==> config.mk <==
export PLATFORM = sky130hd
export DESIGN_NAME = store_queue
export DESIGN_NICKNAME = d
export VERILOG_FILES = /design/src/rtl/store_queue.sv
export SDC_FILE = /design/constraint.sdc
export NUM_CORES = 1
export LEC_CHECK = 0
export ABC_CLOCK_PERIOD_IN_PS = 11880
export CORE_AREA = 8 8 211 172
export CTS_CLUSTER_DIAMETER = 150
export DETAILED_ROUTE_END_ITERATION = 8
export DIE_AREA = 0 0 219 180
export GPL_TIMING_DRIVEN = 0
export PLACE_DENSITY = 0.7
export RECOVER_POWER = 100
export SYNTH_ARGS = -nofsm -noshare
export SYNTH_HDL_FRONTEND = slang
export SYNTH_SLANG_ARGS = --single-unit
==> constraint.sdc <==
create_clock -name clk -period 11.88 [get_ports clk]
set_input_delay 2.376 -clock clk [delete_from_list [all_inputs] [get_ports clk]]
set_output_delay 2.376 -clock clk [all_outputs]
set_load 0.01 [all_outputs]
==> src/rtl/store_queue.sv <==
// store_queue: in-order store queue with independent address/data writeback, in-order commit, flush of uncommitted entries.
// Latency: drain request is combinational from registered entry state (zero added cycles); alloc/commit/writeback take effect at the next edge.
// Backpressure: alloc_ready drops when full; the head entry holds mem_* stable while mem_valid & ~mem_ready.
//
// Ports:
//   clk, rst                 clock, synchronous active-high reset
//   alloc_*                  dispatch-side allocation (valid/ready), alloc_idx = current tail
//   wr_*                     execution writeback of address and/or data into an existing entry
//   commit_valid, flush      ROB retire of the oldest uncommitted store; mispredict discard
//   mem_*                    drain of committed, complete entries (valid/ready)
//   count, empty, full       occupancy
//   ld_*, fwd_*              store-to-load forwarding, present only when STORE_FWD_EN is defined
module store_queue #(
    parameter int DEPTH  = 8,
    parameter int ADDR_W = 16,
    parameter int DATA_W = 16,
    parameter int ROB_W  = 4,
    localparam int IDX_W = $clog2(DEPTH),
    localparam int CNT_W = $clog2(DEPTH + 1)
) (
    input  logic              clk,
    input  logic              rst,
`ifdef STORE_FWD_EN
    input  logic              ld_valid,
    input  logic [ADDR_W-1:0] ld_addr,
    output logic              fwd_hit,
    output logic [DATA_W-1:0] fwd_data,
    output logic              fwd_block,
`endif
    input  logic              alloc_valid,
    input  logic [ROB_W-1:0]  alloc_rob_tag,
    output logic              alloc_ready,
    output logic [IDX_W-1:0]  alloc_idx,
    input  logic              wr_valid,
    input  logic [IDX_W-1:0]  wr_idx,
    input  logic              wr_addr_en,
    input  logic [ADDR_W-1:0] wr_addr,
    input  logic              wr_data_en,
    input  logic [DATA_W-1:0] wr_data,
    input  logic              commit_valid,
    input  logic              flush,
    output logic              mem_valid,
    output logic [ADDR_W-1:0] mem_addr,
    output logic [DATA_W-1:0] mem_data,
    output logic [ROB_W-1:0]  mem_rob_tag,
    input  logic              mem_ready,
    output logic [CNT_W-1:0]  count,
    output logic              empty,
    output logic              full
);

    // Pointers and occupancy. r_ucnt counts uncommitted entries (cmt..tail-1);
    // it tells a full queue with every entry uncommitted apart from a full
    // queue with every entry committed, both of which have cmt == tail.
    logic [IDX_W-1:0]  r_head;
    logic [IDX_W-1:0]  r_cmt;
    logic [IDX_W-1:0]  r_tail;
    logic [CNT_W-1:0]  r_count;
    logic [CNT_W-1:0]  r_ucnt;

    // Per-entry state
    logic [DEPTH-1:0]  r_valid;
    logic [DEPTH-1:0]  r_addr_ok;
    logic [DEPTH-1:0]  r_data_ok;
    logic [DEPTH-1:0]  r_cmtd;
    logic [ADDR_W-1:0] r_addr [DEPTH];
    logic [DATA_W-1:0] r_data [DEPTH];
    logic [ROB_W-1:0]  r_tag  [DEPTH];

    logic              w_alloc_do;
    logic              w_commit_do;
    logic              w_drain_do;
    logic              w_wr_in_rng;
    logic              w_wr_survives;
    logic              w_wr_do;
    logic [IDX_W-1:0]  w_cmt_nxt;
    logic [CNT_W-1:0]  w_count_nxt;
    logic [CNT_W-1:0]  w_ucnt_nxt;

    function automatic logic [IDX_W-1:0] f_inc(input logic [IDX_W-1:0] p);
        if (p == IDX_W'(DEPTH - 1)) begin
            return '0;
        end
        return p + IDX_W'(1);
    endfunction

    assign full        = (r_count == CNT_W'(DEPTH));
    assign empty       = (r_count == '0);
    assign count       = r_count;
    assign alloc_ready = ~full;
    assign alloc_idx   = r_tail;

    assign mem_valid   = r_valid[r_head] & r_cmtd[r_head] & r_addr_ok[r_head] & r_data_ok[r_head];
    assign mem_addr    = r_addr[r_head];
    assign mem_data    = r_data[r_head];
    assign mem_rob_tag = r_tag[r_head];

    // A flush drops a same-cycle allocation.
    assign w_alloc_do  = alloc_valid & alloc_ready & ~flush;
    assign w_commit_do = commit_valid & (r_ucnt != '0);
    assign w_drain_do  = mem_valid & mem_ready;
    assign w_cmt_nxt   = w_commit_do ? f_inc(r_cmt) : r_cmt;

    // Writeback lands only on a live entry. During a flush, only entries that
    // are already committed or are being committed this cycle survive.
    assign w_wr_in_rng   = (32'(wr_idx) < DEPTH);
    assign w_wr_survives = ~flush | r_cmtd[wr_idx] | (w_commit_do & (wr_idx == r_cmt));
    assign w_wr_do       = wr_valid & w_wr_in_rng & r_valid[wr_idx] & w_wr_survives
                         & ~(w_alloc_do & (wr_idx == r_tail));

    // On flush the entries removed are the uncommitted ones left after the
    // same-cycle commit: r_ucnt - commit.
    always_comb begin
        w_count_nxt = r_count;
        w_ucnt_nxt  = r_ucnt;
        if (w_drain_do) begin
            w_count_nxt = w_count_nxt - CNT_W'(1);
        end
        if (flush) begin
            w_count_nxt = w_count_nxt - (r_ucnt - CNT_W'(w_commit_do));
            w_ucnt_nxt  = '0;
        end else begin
            if (w_alloc_do) begin
                w_count_nxt = w_count_nxt + CNT_W'(1);
                w_ucnt_nxt  = w_ucnt_nxt + CNT_W'(1);
            end
            if (w_commit_do) begin
                w_ucnt_nxt = w_ucnt_nxt - CNT_W'(1);
            end
        end
    end

    always_ff @(posedge clk) begin
        if (rst) begin
            r_head    <= '0;
            r_cmt     <= '0;
            r_tail    <= '0;
            r_count   <= '0;
            r_ucnt    <= '0;
            r_valid   <= '0;
            r_addr_ok <= '0;
            r_data_ok <= '0;
            r_cmtd    <= '0;
        end else begin
            if (w_drain_do) begin
                r_head <= f_inc(r_head);
            end
            r_cmt <= w_cmt_nxt;
            if (flush) begin
                r_tail <= w_cmt_nxt;
            end else if (w_alloc_do) begin
                r_tail <= f_inc(r_tail);
            end
            r_count <= w_count_nxt;
            r_ucnt  <= w_ucnt_nxt;

            for (int i = 0; i < DEPTH; i++) begin
                if (w_alloc_do && (r_tail == IDX_W'(i))) begin
                    r_valid[i]   <= 1'b1;
                    r_addr_ok[i] <= 1'b0;
                    r_data_ok[i] <= 1'b0;
                    r_cmtd[i]    <= 1'b0;
                end
                if (w_wr_do && (wr_idx == IDX_W'(i))) begin
                    if (wr_addr_en) begin
                        r_addr_ok[i] <= 1'b1;
                    end
                    if (wr_data_en) begin
                        r_data_ok[i] <= 1'b1;
                    end
                end
                if (w_commit_do && (r_cmt == IDX_W'(i))) begin
                    r_cmtd[i] <= 1'b1;
                end
                // Flush kills every live uncommitted entry except the one
                // committing in this same cycle.
                if (flush && r_valid[i] && !r_cmtd[i]
                    && !(w_commit_do && (r_cmt == IDX_W'(i)))) begin
                    r_valid[i] <= 1'b0;
                end
                if (w_drain_do && (r_head == IDX_W'(i))) begin
                    r_valid[i]   <= 1'b0;
                    r_cmtd[i]    <= 1'b0;
                    r_addr_ok[i] <= 1'b0;
                    r_data_ok[i] <= 1'b0;
                end
            end
        end
    end

    // Payload storage needs no reset: it is qualified by the flags above.
    always_ff @(posedge clk) begin
        if (w_alloc_do) begin
            r_tag[r_tail] <= alloc_rob_tag;
        end
        if (w_wr_do && wr_addr_en) begin
            r_addr[wr_idx] <= wr_addr;
        end
        if (w_wr_do && wr_data_en) begin
            r_data[wr_idx] <= wr_data;
        end
    end

`ifdef STORE_FWD_EN
    // Walk live entries oldest to youngest so the last match seen is the
    // youngest one; remember whether any older entry had an unknown address
    // at the moment that match was taken.
    logic              w_match;
    logic              w_match_dok;
    logic              w_older_unknown;
    logic [DATA_W-1:0] w_match_data;

    always_comb begin
        logic             v_unknown_seen;
        int               v_pos;
        logic [IDX_W-1:0] v_idx;
        w_match         = 1'b0;
        w_match_dok     = 1'b0;
        w_older_unknown = 1'b0;
        w_match_data    = '0;
        v_unknown_seen  = 1'b0;
        v_pos           = 0;
        v_idx           = '0;
        for (int k = 0; k < DEPTH; k++) begin
            if (k < int'(r_count)) begin
                v_pos = int'(r_head) + k;
                if (v_pos >= DEPTH) begin
                    v_pos = v_pos - DEPTH;
                end
                v_idx = v_pos[IDX_W-1:0];
                if (r_valid[v_idx]) begin
                    if (r_addr_ok[v_idx] && (r_addr[v_idx] == ld_addr)) begin
                        w_match         = 1'b1;
                        w_match_dok     = r_data_ok[v_idx];
                        w_match_data    = r_data[v_idx];
                        w_older_unknown = v_unknown_seen;
                    end
                    if (!r_addr_ok[v_idx]) begin
                        v_unknown_seen = 1'b1;
                    end
                end
            end
        end
    end

    assign fwd_hit   = ld_valid & w_match & w_match_dok & ~w_older_unknown;
    assign fwd_block = ld_valid & w_match & (~w_match_dok | w_older_unknown);
    assign fwd_data  = fwd_hit ? w_match_data : '0;
`endif

endmodule
# == Word-level counts from Yosys, hierarchy flattened ==
# Memories as Yosys holds them, arrays and structs flattened. A register that Yosys moved wholly into a read port is not among the register bits.
# Cells that the tools add are included.
# op_classes
n_mux,111
n_lt_le_gt_ge,2
n_eq_ne,31
reduce_logical,106
n_bitwise,17
add_sub_neg,9
# ops
op,count
$mux 1,84
$logic_and 1x1->1,58
$eq 3x3->1 const B,16
$mux 3,15
$eq 3x2->1 const B,8
$mux 4,6
$reduce_or 3->1,8
$bmux 1 s3,6
$reduce_bool 2->1,9
$reduce_or 2->1,9
$logic_not 1->1,16
$and 1x1->1,12
$eq 3x1->1 const B,4
$logic_not 3->1,4
$add 3x1->3 const B,3
$add 4x1->4 const B,2
$lt 3x4->1 const B,2
$sub 4x1->4 const B,2
$eq 3x3->1,2
$eq 4x4->1 const B,1
$logic_not 4->1,1
$reduce_bool 4->1,1
$sub 4x1->4,1
$sub 4x4->4,1
other kinds (2),5
# word_totals
mem_bits_rw,288
word_cells,316
in_bits,48
n_memories,3
regBits,49
# memory_table
name,depth,word_bits,rd,rd_clocked_by_memory_dff,wr,line,source
r_addr,8,16,1,1,1,66,logic [ADDR_W-1:0] r_addr [DEPTH];
r_data,8,16,1,1,1,67,logic [DATA_W-1:0] r_data [DEPTH];
r_tag,8,4,1,1,1,68,logic [ROB_W-1:0] r_tag [DEPTH];

# == Longest topological paths before layout ==
# Gate-level depths: netlist of the first run.
# depth
word_depth,11
depth_mapped,13

# == Least setup slack after synthesis of the first run ==
# No wires, ideal clock.
# synth_timing
path_kind,input port to flip-flop
start,in wr_idx[2]
end,mem r_addr[0][0] (enable)
setup_ns,0.430
path_stages,7
path_slack_ns,6.505
t_arrival_ns,4.945
required_time_ns,11.450
cell_sequence,clkbuf_1 xnor2_1 nand3_1 o2111a_2 nor2_1 nand2_1 nor4_1
# synth_via
elab_chain_cells,9
elab_cells_between_ends,17
# synth_lines
element,line,source
"start, declared",35,"input logic [IDX_W-1:0] wr_idx,"
$bmux 1 s3,107,assign w_wr_survives = ~flush | r_cmtd[wr_idx] | (w_commit_do & (wr_idx == r_cmt));
$mux 1 (not written as such),107,
$or 1x1->1 (2 in a row),107,
$and 1x1->1,108,assign w_wr_do = wr_valid & w_wr_in_rng & r_valid[wr_idx] & w_wr_survives
$and 1x1->1,109,& ~(w_alloc_do & (wr_idx == r_tail));
$logic_and 1x1->1,196,if (w_wr_do && wr_addr_en) begin
$mux 1,196,
$mux 1 (not written as such),197,r_addr[wr_idx] <= wr_addr;
"end, declared",66,
# Parallel ways exist; a longest one is shown, timed or not. The select of a mux whose other input is x is not followed.

# == Worst setup path in the final report of the first run ==
# layout_timing
start,in flush
end,mem r_data[0][10] (enable)
# layout_via
elab_chain_cells,8
elab_cells_between_ends,11
# layout_lines
element,line,source
"start, declared",41,"input logic flush,"
$not 1->1 *,"99, 107",
$or 1x1->1 / $and 1x1->1 (equally long branches),"107, 99",
$or 1x1->1 / $and 1x1->1 (equally long branches),"107, 109",
$and 1x1->1 / $not 1->1 (equally long branches),"108, 109",
$and 1x1->1 *,109,
$logic_and 1x1->1 *,199,if (w_wr_do && wr_data_en) begin
$mux 1 *,199,
$mux 1 (not written as such) *,200,r_data[wr_idx] <= wr_data;
"end, declared",67,
# Mark *: on every way between the ends. The rest lies on a longest branch, timed or not.

==> metrics.yaml, run 1 <==
synth:
  netlist_area_um2: 14300
  syn_inst: 806
  syn-num-nets: 883
  syn_avg_cell_area_um2: 17.7
  synth_area_leaders: "edfxtp_1 (61%), mux4_2 (12%), dfxtp_1 (7.3%)"
  synth.top_cell.area_share_pct: 60.7
  synthArstFlopShare_pct: 0
  synthFlopType: "edfxtp_1"
  synth_edf_count: 288
  yosys_warnings: 0
  synth_area_leader_cell: "edfxtp_1"
  ys_seq_area_share_pct: 68.0
  synthDistinctLibCells: 66
  synth_seq_cells: 340
floorplanning:
  std_cell_rows: 60
  die_y_um: 180
  io_pins: 95
  core_area_um2: 33000
  fp.dieArea_um2: 39400
  die_x_um: 219
  initial_utilization_pct: 43.1
route:
  ant_nets: 0
  vias: 7752
  drt_pass1_iterations: 5
  drt-wirelength-per-cell_um: 21.9
  wirelength_mm: 30.9
  route.detailed.drc: 0
  via_per_inst: 5.50
  drt_iter0_drc: 563
sta:
  clock.fmax_mhz: 153
  fin_worst_skew_ns: 0.0200
  fin_hold_ws_ns: 0.503
  finalSetupViolCount: 0
  period_needed_ns: 6.52
  relSlewSlack_pct: -14.4
  rsz0062_at_grt: "false"
  worst_slew_pin_slew_ns: 1.69
  setup_tns_ns: 0
  slew_viol_final: 6
  fin_crit_sh_pct: 54.8
  final_hold_viol_count: 0
pwr:
  power_density_nw_per_um2: 147
  ir_worst_vdd_v: 0.0000945
  comb_power_share_pct: 6.0
  p_clk_share_pct: 40.5
  swShare_pct: 21.7
  intPower_mw: 1.92
  p_seq_share_pct: 53.5
  power.total_mw: 2.45
  leakage_nw: 5.32
  switchingPower_uw: 531
setup_path:
  path_delay_family: "simple AND/OR/NAND/NOR gates"
  critPathMaxStageDelay_ns: 1.14
  ff2ff_path_depth: 9
  worstPathCellList: "dlygate4sd3_1 > clkbuf_1 > o311ai_0 > nor3b_2 > nor2b_1 > nor3b_1 > clkbuf_1"
  cp_data_arrival_time_ns: 6.66
  critPathCaptureType: "flip-flop"
  start_kind: "input port"
  cp_slowest_cell: "nor3b_1"
  cp_num_buf_inv: 3
  cpMostUsedCell: "clkbuf_1"
  regToRegEndpoint: "r_data[0][10]"
  worstReg2RegStart: "count[0]"
  r2r_slack_ns: 7.11
  crit_type: "input port to flip-flop"
  required_ns: 12.03
  crit_path_max_fanout: 10
clocking:
  root_buffer: "clkbuf_16"
  cts_tree: "built"
  postCtsSetupRepairBufs: 0
  path_clk_slew_ns: 0.06
  clock_latency_ns: 0.53
  ctsHoldBuffers: 0
  cts-htree-levels: 2
  cts_resized: 0
  cts_buffers: 35
  cts_max_path_buffers: 3
  clock_sinks: 340
layout:
  final_core_util_pct: 50.6
  final_cell_mix: "edfxtp_1 (288), dlygate4sd3_1 (84), mux4_2 (76)"
  final_common_cell: "edfxtp_1"
  final_area_um2: 16700
  finalNetCount: 1029
  area_growth_pct: 17.3
  drive_gt1_share_pct: 17.8
flow_run:
  max-cap-violations: 1
global_routing:
  antenna_found_initial: 3
  grt_max_degree: 14
  track_usage_pct: 15.6
  first_global_vias: 8089
  grt_first_pass_wirelength_mm: 47.7
  grt-ovfl-total: 0
min_path:
  hold_depth: 2
  holdPathEnd: "r_data_ok[7]"
  holdCritPathClass: "flip-flop to flip-flop"
  min_from: "r_data_ok[7]"
outcome:
  status: "finished, violations left"
  failed_checks: "capacitance limit, slew limit"
place:
  io_buffer_count: 91
  gp_congestion: 0.822
  hpwl_mm: 21.7
  dpl_cell_area_um2: 16000
-- per-stage QoR --
stage | std cells | setup slack (ns)
after floorplan | 806 | 6.50
after global placement | 1331 | 4.55
after detailed placement | 1349 | 6.29
after CTS | 1409 | 6.26
after global routing | 1410 | 4.99
final | 1410 | 5.36
-- how the worst max path moves through the flow --
stage / start / end / slack [ns] / cells past startpoint
3_3_place_gp: flush / r_addr[0][5] / 4.55 / 6
4_1_cts: flip-flop / mem_rob_tag[3] / 6.26 / 5
3_5_place_dp: mem_ready / count[3] / 6.29 / 13
6_report: flush / r_data[0][10] / 5.36 / 7
2_1_floorplan: wr_idx[2] / r_addr[0][0] / 6.50 / 7
5_1_grt: flush / r_data[0][10] / 4.99 / 7
-- worst reg2reg max path: cells and delay by family, from the launching register on --
family	cells	cell delay, ns
DFF	1	0.38
and+or+nand+nor	5	2.48
buffers and inverters	2	0.69
AOI/OAI and AO/OA	1	0.56
adders and majority gates	1	0.26
-- cell families after synthesis --
group | Yosys count | share of synthesized area (%)
buffers and inverters | 62 | 1.85
muxes | 116 | 15.2
DFF | 340 | 68.0
AOI/OAI and AO/OA | 80 | 4.60
and+or+nand+nor | 157 | 6.23
xor gates and xnor gates | 22 | 1.55
adders and majority gates | 29 | 2.60
-- cell type report --
cell class | instances | area (µm²)
Tap cell | 434 | 543
Buffer | 39 | 168
Inverter | 23 | 86.3
Timing Repair Buffer | 109 | 978
Antenna cell | 1 | 2.50
Fill cell | 2732 | 16300
Clock buffer | 47 | 922
Multi-Input combinational cell | 404 | 4220
Clock inverter | 13 | 103
Sequential cell | 340 | 9690
-- Yosys cell counts (all sizes together) (4+ instances only) --
cell type and count:
a21oi 24, nor3b 6, ha 28, nor3 26
nand3 11, nor2b 9, mux4 76, a21boi 5
inv 23, edfxtp 288, a211oi 7, nand4 11
buf 16, nand3b 4, a21o 6, dfxtp 52
nand2 29, clkbuf 23, mux2 37, xnor2 18
a32o 14, nand2b 10, nor2 35
-- per-layer routing --
metal / part of all wire [%] / vias up / track usage, %
met5: 0.036 / - / 0
met4: 1.7 / 2 / 3.39
met3: 5.9 / 43 / 3.24
met2: 47 / 211 / 24.7
met1: 45 / 3961 / 22.0
li1: - / 3535 / -
-- registers in the layout, indices dropped and copies added, names as in the netlist, 4 cells and up, named ones only --
| register | flops |
|---|---|
| r_addr | 128 |
| r_data | 128 |
| r_valid | 8 |
| r_data_ok | 8 |
| r_addr_ok | 8 |
| r_tag | 32 |
| r_cmtd | 8 |
| r_ucnt | 4 |
| count | 4 |
-- power by group through the flow --
stage,combinational (mW),sequential [mW],clock [mW]
6_report,0.147,1.31,0.992
5_1_grt,0.163,1.31,1.05
4_1_cts,0.157,1.31,1.01
3_5_place_dp,0.156,1.34,0
3_3_place_gp,0.153,1.34,0
2_1_floorplan,0.0862,1.34,0
(Power assumes the default switching activity.)
==> run 2: changes to the inputs <==
--- a/config.mk
+++ b/config.mk
@@ -5,7 +5,7 @@
 export SDC_FILE = /design/constraint.sdc
 export NUM_CORES = 1
 export LEC_CHECK = 0
-export ABC_CLOCK_PERIOD_IN_PS = 11880
+export ABC_CLOCK_PERIOD_IN_PS = 6600
 export CORE_AREA = 8 8 211 172
 export CTS_CLUSTER_DIAMETER = 150
 export DETAILED_ROUTE_END_ITERATION = 8
==> constraint.sdc (replaced) <==
create_clock -name clk -period 6.6 [get_ports clk]
set_input_delay 1.32 -clock clk [delete_from_list [all_inputs] [get_ports clk]]
set_output_delay 1.32 -clock clk [all_outputs]
set_load 0.01 [all_outputs]
==> metrics.yaml, run 2 (synthesis gave the netlist of run 1 again) <==
outcome:
  status: "finished, violations left"  # unchanged
  failed_checks: "capacitance limit, slew limit"  # unchanged
layout:
  final_area_um2: 16700  # about the same
  final_common_cell: "edfxtp_1"  # unchanged
  layoutNonFillerInstCount: 1410  # unchanged
  n_fill_cell: 2730  # was 2,732
  finalNetCount: 1029  # unchanged
  reg_top3: "r_addr: 128 flops, r_data: 128 flops, r_tag: 32 flops"  # unchanged
  area_growth_pct: 17.3  # about the same
  final_core_util_pct: 50.6  # about the same
  drive_gt1_share_pct: 17.9  # was 17.8%
  final_cell_mix: "edfxtp_1 (288), dlygate4sd3_1 (84), mux4_2 (76)"  # unchanged
sta:
  fin_hold_ws_ns: 0.502  # was 0.503 ns
  slew_viol_final: 13  # was 6
  fin_crit_sh_pct: 78.2
  period_needed_ns: 5.16
  clock.fmax_mhz: 194
  relSlewSlack_pct: -16.7  # was -14.4%
  final_hold_viol_count: 0  # unchanged
  fin_worst_skew_ns: 0.0205  # was 0.0200 ns
  worst_slew_pin_slew_ns: 1.73  # was 1.69 ns
  timing.final.ws_setup_ns: 1.44  # was 5.36 ns
  setup_tns_ns: 0  # unchanged
  finalSetupViolCount: 0  # unchanged
  rsz0062_at_grt: "false"  # unchanged
floorplanning:
  io_pins: 95  # unchanged
  fp.dieArea_um2: 39400  # unchanged
  die_x_um: 219  # unchanged
  die_y_um: 180  # unchanged
  initial_utilization_pct: 43.1  # unchanged
  core_area_um2: 33000  # unchanged
  std_cell_rows: 60  # unchanged
clocking:
  postCtsSetupRepairBufs: 0  # unchanged
  clock_sinks: 340  # unchanged
  cts_resized: 0  # unchanged
  ctsHoldBuffers: 0  # unchanged
  cts_max_path_buffers: 3  # unchanged
  cts_tree: "built"  # unchanged
  cts-htree-levels: 2  # unchanged
  root_buffer: "clkbuf_16"  # unchanged
  cts_buffers: 35  # unchanged
  clock_latency_ns: 0.53  # about the same
  path_clk_slew_ns: 0.06  # about the same
place:
  place_ws_ns: 2.07  # was 6.29 ns
  dpl.cell_count: 1349  # unchanged
  io_buffer_count: 91  # unchanged
  hpwl_mm: 21.7  # unchanged
  dpl_cell_area_um2: 16000  # unchanged
  gp_congestion: 0.822  # unchanged
setup_path:
  required_ns: 6.82  # was 12.03 ns
  cp_data_arrival_time_ns: 5.38  # was 6.66 ns
  crit_type: "input port to flip-flop"  # unchanged
  crit_path_max_fanout: 10  # unchanged
  start_kind: "input port"  # unchanged
  critPathCaptureType: "flip-flop"  # unchanged
global_routing:
  track_usage_pct: 15.6  # unchanged
  grt-ovfl-total: 0  # unchanged
  first_global_vias: 8089  # unchanged
  grt_max_degree: 14  # unchanged
  antenna_found_initial: 3  # unchanged
  grt_first_pass_wirelength_mm: 47.7  # unchanged
pwr:
  power.total_mw: 4.41  # was 2.45 mW
  power_density_nw_per_um2: 264  # was 147 nW/µm²
  ir_worst_vdd_v: 0.000170  # was 0.0000945 V
  leakage_nw: 5.33  # was 5.32 nW
route:
  via_per_inst: 5.51  # was 5.50
  drt-wirelength-per-cell_um: 22.0  # was 21.9 µm
  route.detailed.drc: 0  # unchanged
  drt_pass1_iterations: 5  # unchanged
  wirelength_mm: 31.0  # was 30.9 mm
  drt_iter0_drc: 650  # was 563
  vias: 7765  # was 7,752
  ant_nets: 0  # unchanged
min_path:
  holdCritPathClass: "flip-flop to flip-flop"  # unchanged
flow_run:
  max-cap-violations: 2  # was 1
-- run 2: final cells by class --
class                           count  area [µm²]  area share [%]
Sequential cell                   340        9690            57.9
Buffer                             39         168            1.00
Antenna cell                        1        2.50          0.0150
Timing Repair Buffer              109         990            5.92
Clock buffer                       47         922            5.51
Multi-Input combinational cell    404        4220            25.2
Clock inverter                     13         103           0.613
Tap cell                          434         543            3.25
Inverter                           23        86.3           0.516
-- run 2: path summary, 6_finish.rpt --
kind,slack [ns],depth (start not counted),to,from
setup / recovery,1.44,7,r_data[0][10],flush
hold / removal,0.50,2,r_data_ok[7],r_data_ok[7]
setup reg to reg,2.12,9,r_data[0][10],count[0]
hold reg to reg,0.50,2,r_data_ok[7],r_data_ok[7]
-- run 2: layer usage --
metal	routed length [µm]	vias to the layer above	global-route usage, %
met3	1970	43	3.24
li1	-	3536	-
met1	13900	3951	22.0
met2	14600	233	24.7
met4	535	2	3.39
met5	11	-	0
-- run 2: where the power goes --
group	switching (mW)	internal [mW]
clock network	0.793	0.996
registers	0.0173	2.34
logic	0.148	0.116
-- run 2: critical path, stage by stage --
cell	delay, ns
dlygate4sd3_1	0.54
clkbuf_1	0.46
o311ai_0	0.65
nor3b_2	0.36
nor2b_1	0.53
nor3b_1	1.26
buf_8	0.26
==> RTL change (config.mk and constraints of run 2) <==
One comparison of `r_count` changes from == to >=.
--- a/src/rtl/store_queue.sv
+++ b/src/rtl/store_queue.sv
@@ -84,7 +84,7 @@
         return p + IDX_W'(1);
     endfunction
 
-    assign full        = (r_count == CNT_W'(DEPTH));
+    assign full        = (r_count >= CNT_W'(DEPTH));
     assign empty       = (r_count == '0);
     assign count       = r_count;
     assign alloc_ready = ~full;
Check against the original RTL: no difference found for any inputs over 4 cycles, from zero or initial values and one cycle with rst high; that may be too few to reach the edited logic, so the function may still have changed.
==> RTL change against run 2 <==
- non-clock buffer count is the same
- maximum frequency grew 5.0%
- sequential power is essentially flat
- first-iteration DRC count shrank 24%
- global-route usage shrank 0.51 points
- critical path depth shrank 2
- wire length shrank 3.3%
- area after synthesis shrank 1.4%
- setup slack gained 0.24 ns
- sequential cell count is the same
- cell area shrank 0.77%
- synthesized cell count grew 0.99%
- power grew 2.2%
- critical path type is now register to output port
- largest power group unchanged
- highest routed layer unchanged
==> RTL change: results (changes against run 2) <==
[status]
outcome=finished clean

[grt]
grt.total_usage_pct=15.1  ; -0.51 points
grtUsageMet3_pct=2.90  ; -0.34 points
grt_pass1_wl_um=46000  ; -3.5%
antenna_found_initial=1  ; -2
grt_pass1_vias=7802  ; -3.5%
use_met1_pct=21.0  ; -1.0 points
grt_use_met2_pct=24.4  ; -0.31 points
grt_max_degree=17  ; +3

[detailed_routing]
routed_wl_um=29900  ; -3.3%
drt-vias-per-instance=5.36  ; -2.7%
first_pass_iters=5  ; unchanged
drt_iter0_markers=497  ; -24%

[worst_hold_path]
holdPathEnd=r_data_ok[0]$_SDFF_PP0_
hp-start=r_data_ok[0]$_SDFF_PP0_

[critical_path]
slowest_stage=clkbuf_1
reg2reg_slack_ns=2.93  ; +0.81 ns
cp_top_family=buffers and inverters
rr_worst_depth=8  ; -1
max_stage_delay_ns=0.77  ; -0.49 ns
crit_arrival_ns=3.60  ; -1.78 ns
cp_max_fo=10  ; unchanged
r2r-end=r_data[6][2]$_DFFE_PP_
reg2reg_from=count[3]$_SDFF_PP0_

[yosys]
synthTopCellsByCount=edfxtp_1, mux4_2, nor2_1
synth.area.top_cells=edfxtp_1, mux4_2, dfxtp_1
async_flop_share_pct=0  ; unchanged
yosysSeqAreaShare_pct=68.9  ; +0.94 points
synth_edf_count=288  ; unchanged
synth.avg_cell_area_um2=17.3  ; -2.3%
ys_types=53  ; -20%
synth_fp_nets=892  ; +1.0%

[clock_tree]
cts_resized=0  ; unchanged
cts_buffers=34  ; -2.9%
clock_path_buffers=3  ; unchanged
clkTransAtPathRegs_ns=0.06  ; about the same
cts_root_buffer=clkbuf_16
htreeDepth=2  ; unchanged
clkLatencyLatePin_ns=0.52

[power]
internal-power_mw=3.55  ; +2.7%
seq_cell_power_mw=2.36  ; about the same
irDropWorstVdd_mv=0.135  ; -21%
p_leak_nw=5.38  ; +0.94%
swShare_pct=21.3  ; -0.41 points
p_clk_share_pct=41.3  ; +0.8 points

[placement]
io_buffer_count=93  ; +2.2%
place_ws_ns=2.04  ; -0.0248 ns
dp_hpwl_um=20800  ; -3.9%
dpl_cell_area_um2=15800  ; -1.2%
gp_congestion=0.856  ; +4.1%

[timing]
whs_ns=0.454  ; -0.0481 ns
fin_skew_ns=0.0111  ; -0.00938 ns
worstMarginPinSlew_ns=1.09  ; -0.635 ns

[final_layout]
fillers=2754  ; +0.88%
drive_gt1_share_pct=17.4  ; -0.54 points
layout.cells.non_filler=1416  ; +0.43%
n_antenna_cell=0  ; -1
nets=1036  ; +0.68%
area_growth_pct=18.1

[run]
max_cap_viol_count=0  ; -2

## RTL change: changes by cell type after synthesis, moves of 8 or more
cell / run 2 / this run
nand2_1: 28 / 46
nor3_1: 25 / 6
nor2_1: 35 / 59
a2bb2oi_1: 0 / 8
a32o_1: 14 / 0
## RTL change: worst max-delay path by stage
stage,startpoint,to,slack (ns),depth (start not counted)
after floorplan,wr_idx[0],r_data[4][0]$_DFFE_PP_,2.68,7
after global placement,wr_idx[0],r_data[4][6]$_DFFE_PP_,0.58,8
after detailed placement,wr_idx[0],r_addr[0][3]$_DFFE_PP_,2.04,9
after CTS,register,mem_addr[15],2.07,5
after global routing,register,mem_rob_tag[3],1.43,5
final,register,mem_addr[15],1.68,5
## RTL change: logic make-up (layout without fill, tap and decap cells)
group / Yosys count / after routing / synth area share, %
buffers and inverters: 67 / 235 / 2.17
adder cells (fa/ha/maj): 30 / 30 / 2.72
multiplexers: 119 / 119 / 15.7
XOR/XNOR: 19 / 19 / 1.24
flip-flops: 340 / 340 / 68.9
AND/OR/NAND/NOR: 167 / 167 / 5.87
AO/OA/AOI/OAI: 72 / 72 / 3.39
## RTL change: final cells by class
cell class              count  share of cell area (%)
clock buffers              42                    5.56
inverters                  27                   0.611
clock inverters            18                   0.942
multi-input cells         407                    24.2
well taps                 434                    3.27
repair buffers            108                    5.95
flip-flops and latches    340                    58.4
plain buffers              40                    1.09
## RTL change: tightest hold or removal path, delay by kind of cell (launching register included)
kind | cells | cell delay [ns]
AO/OA/AOI/OAI | 1 | 0.05
flip-flops | 1 | 0.31
AND/OR/NAND/NOR | 1 | 0.05
## RTL change: routing by layer
layer | wire length [um] | up-vias
met5 | 8 | -
met4 | 418 | 2
met3 | 1760 | 40
met2 | 14100 | 205
met1 | 13600 | 3889
li1 | - | 3454
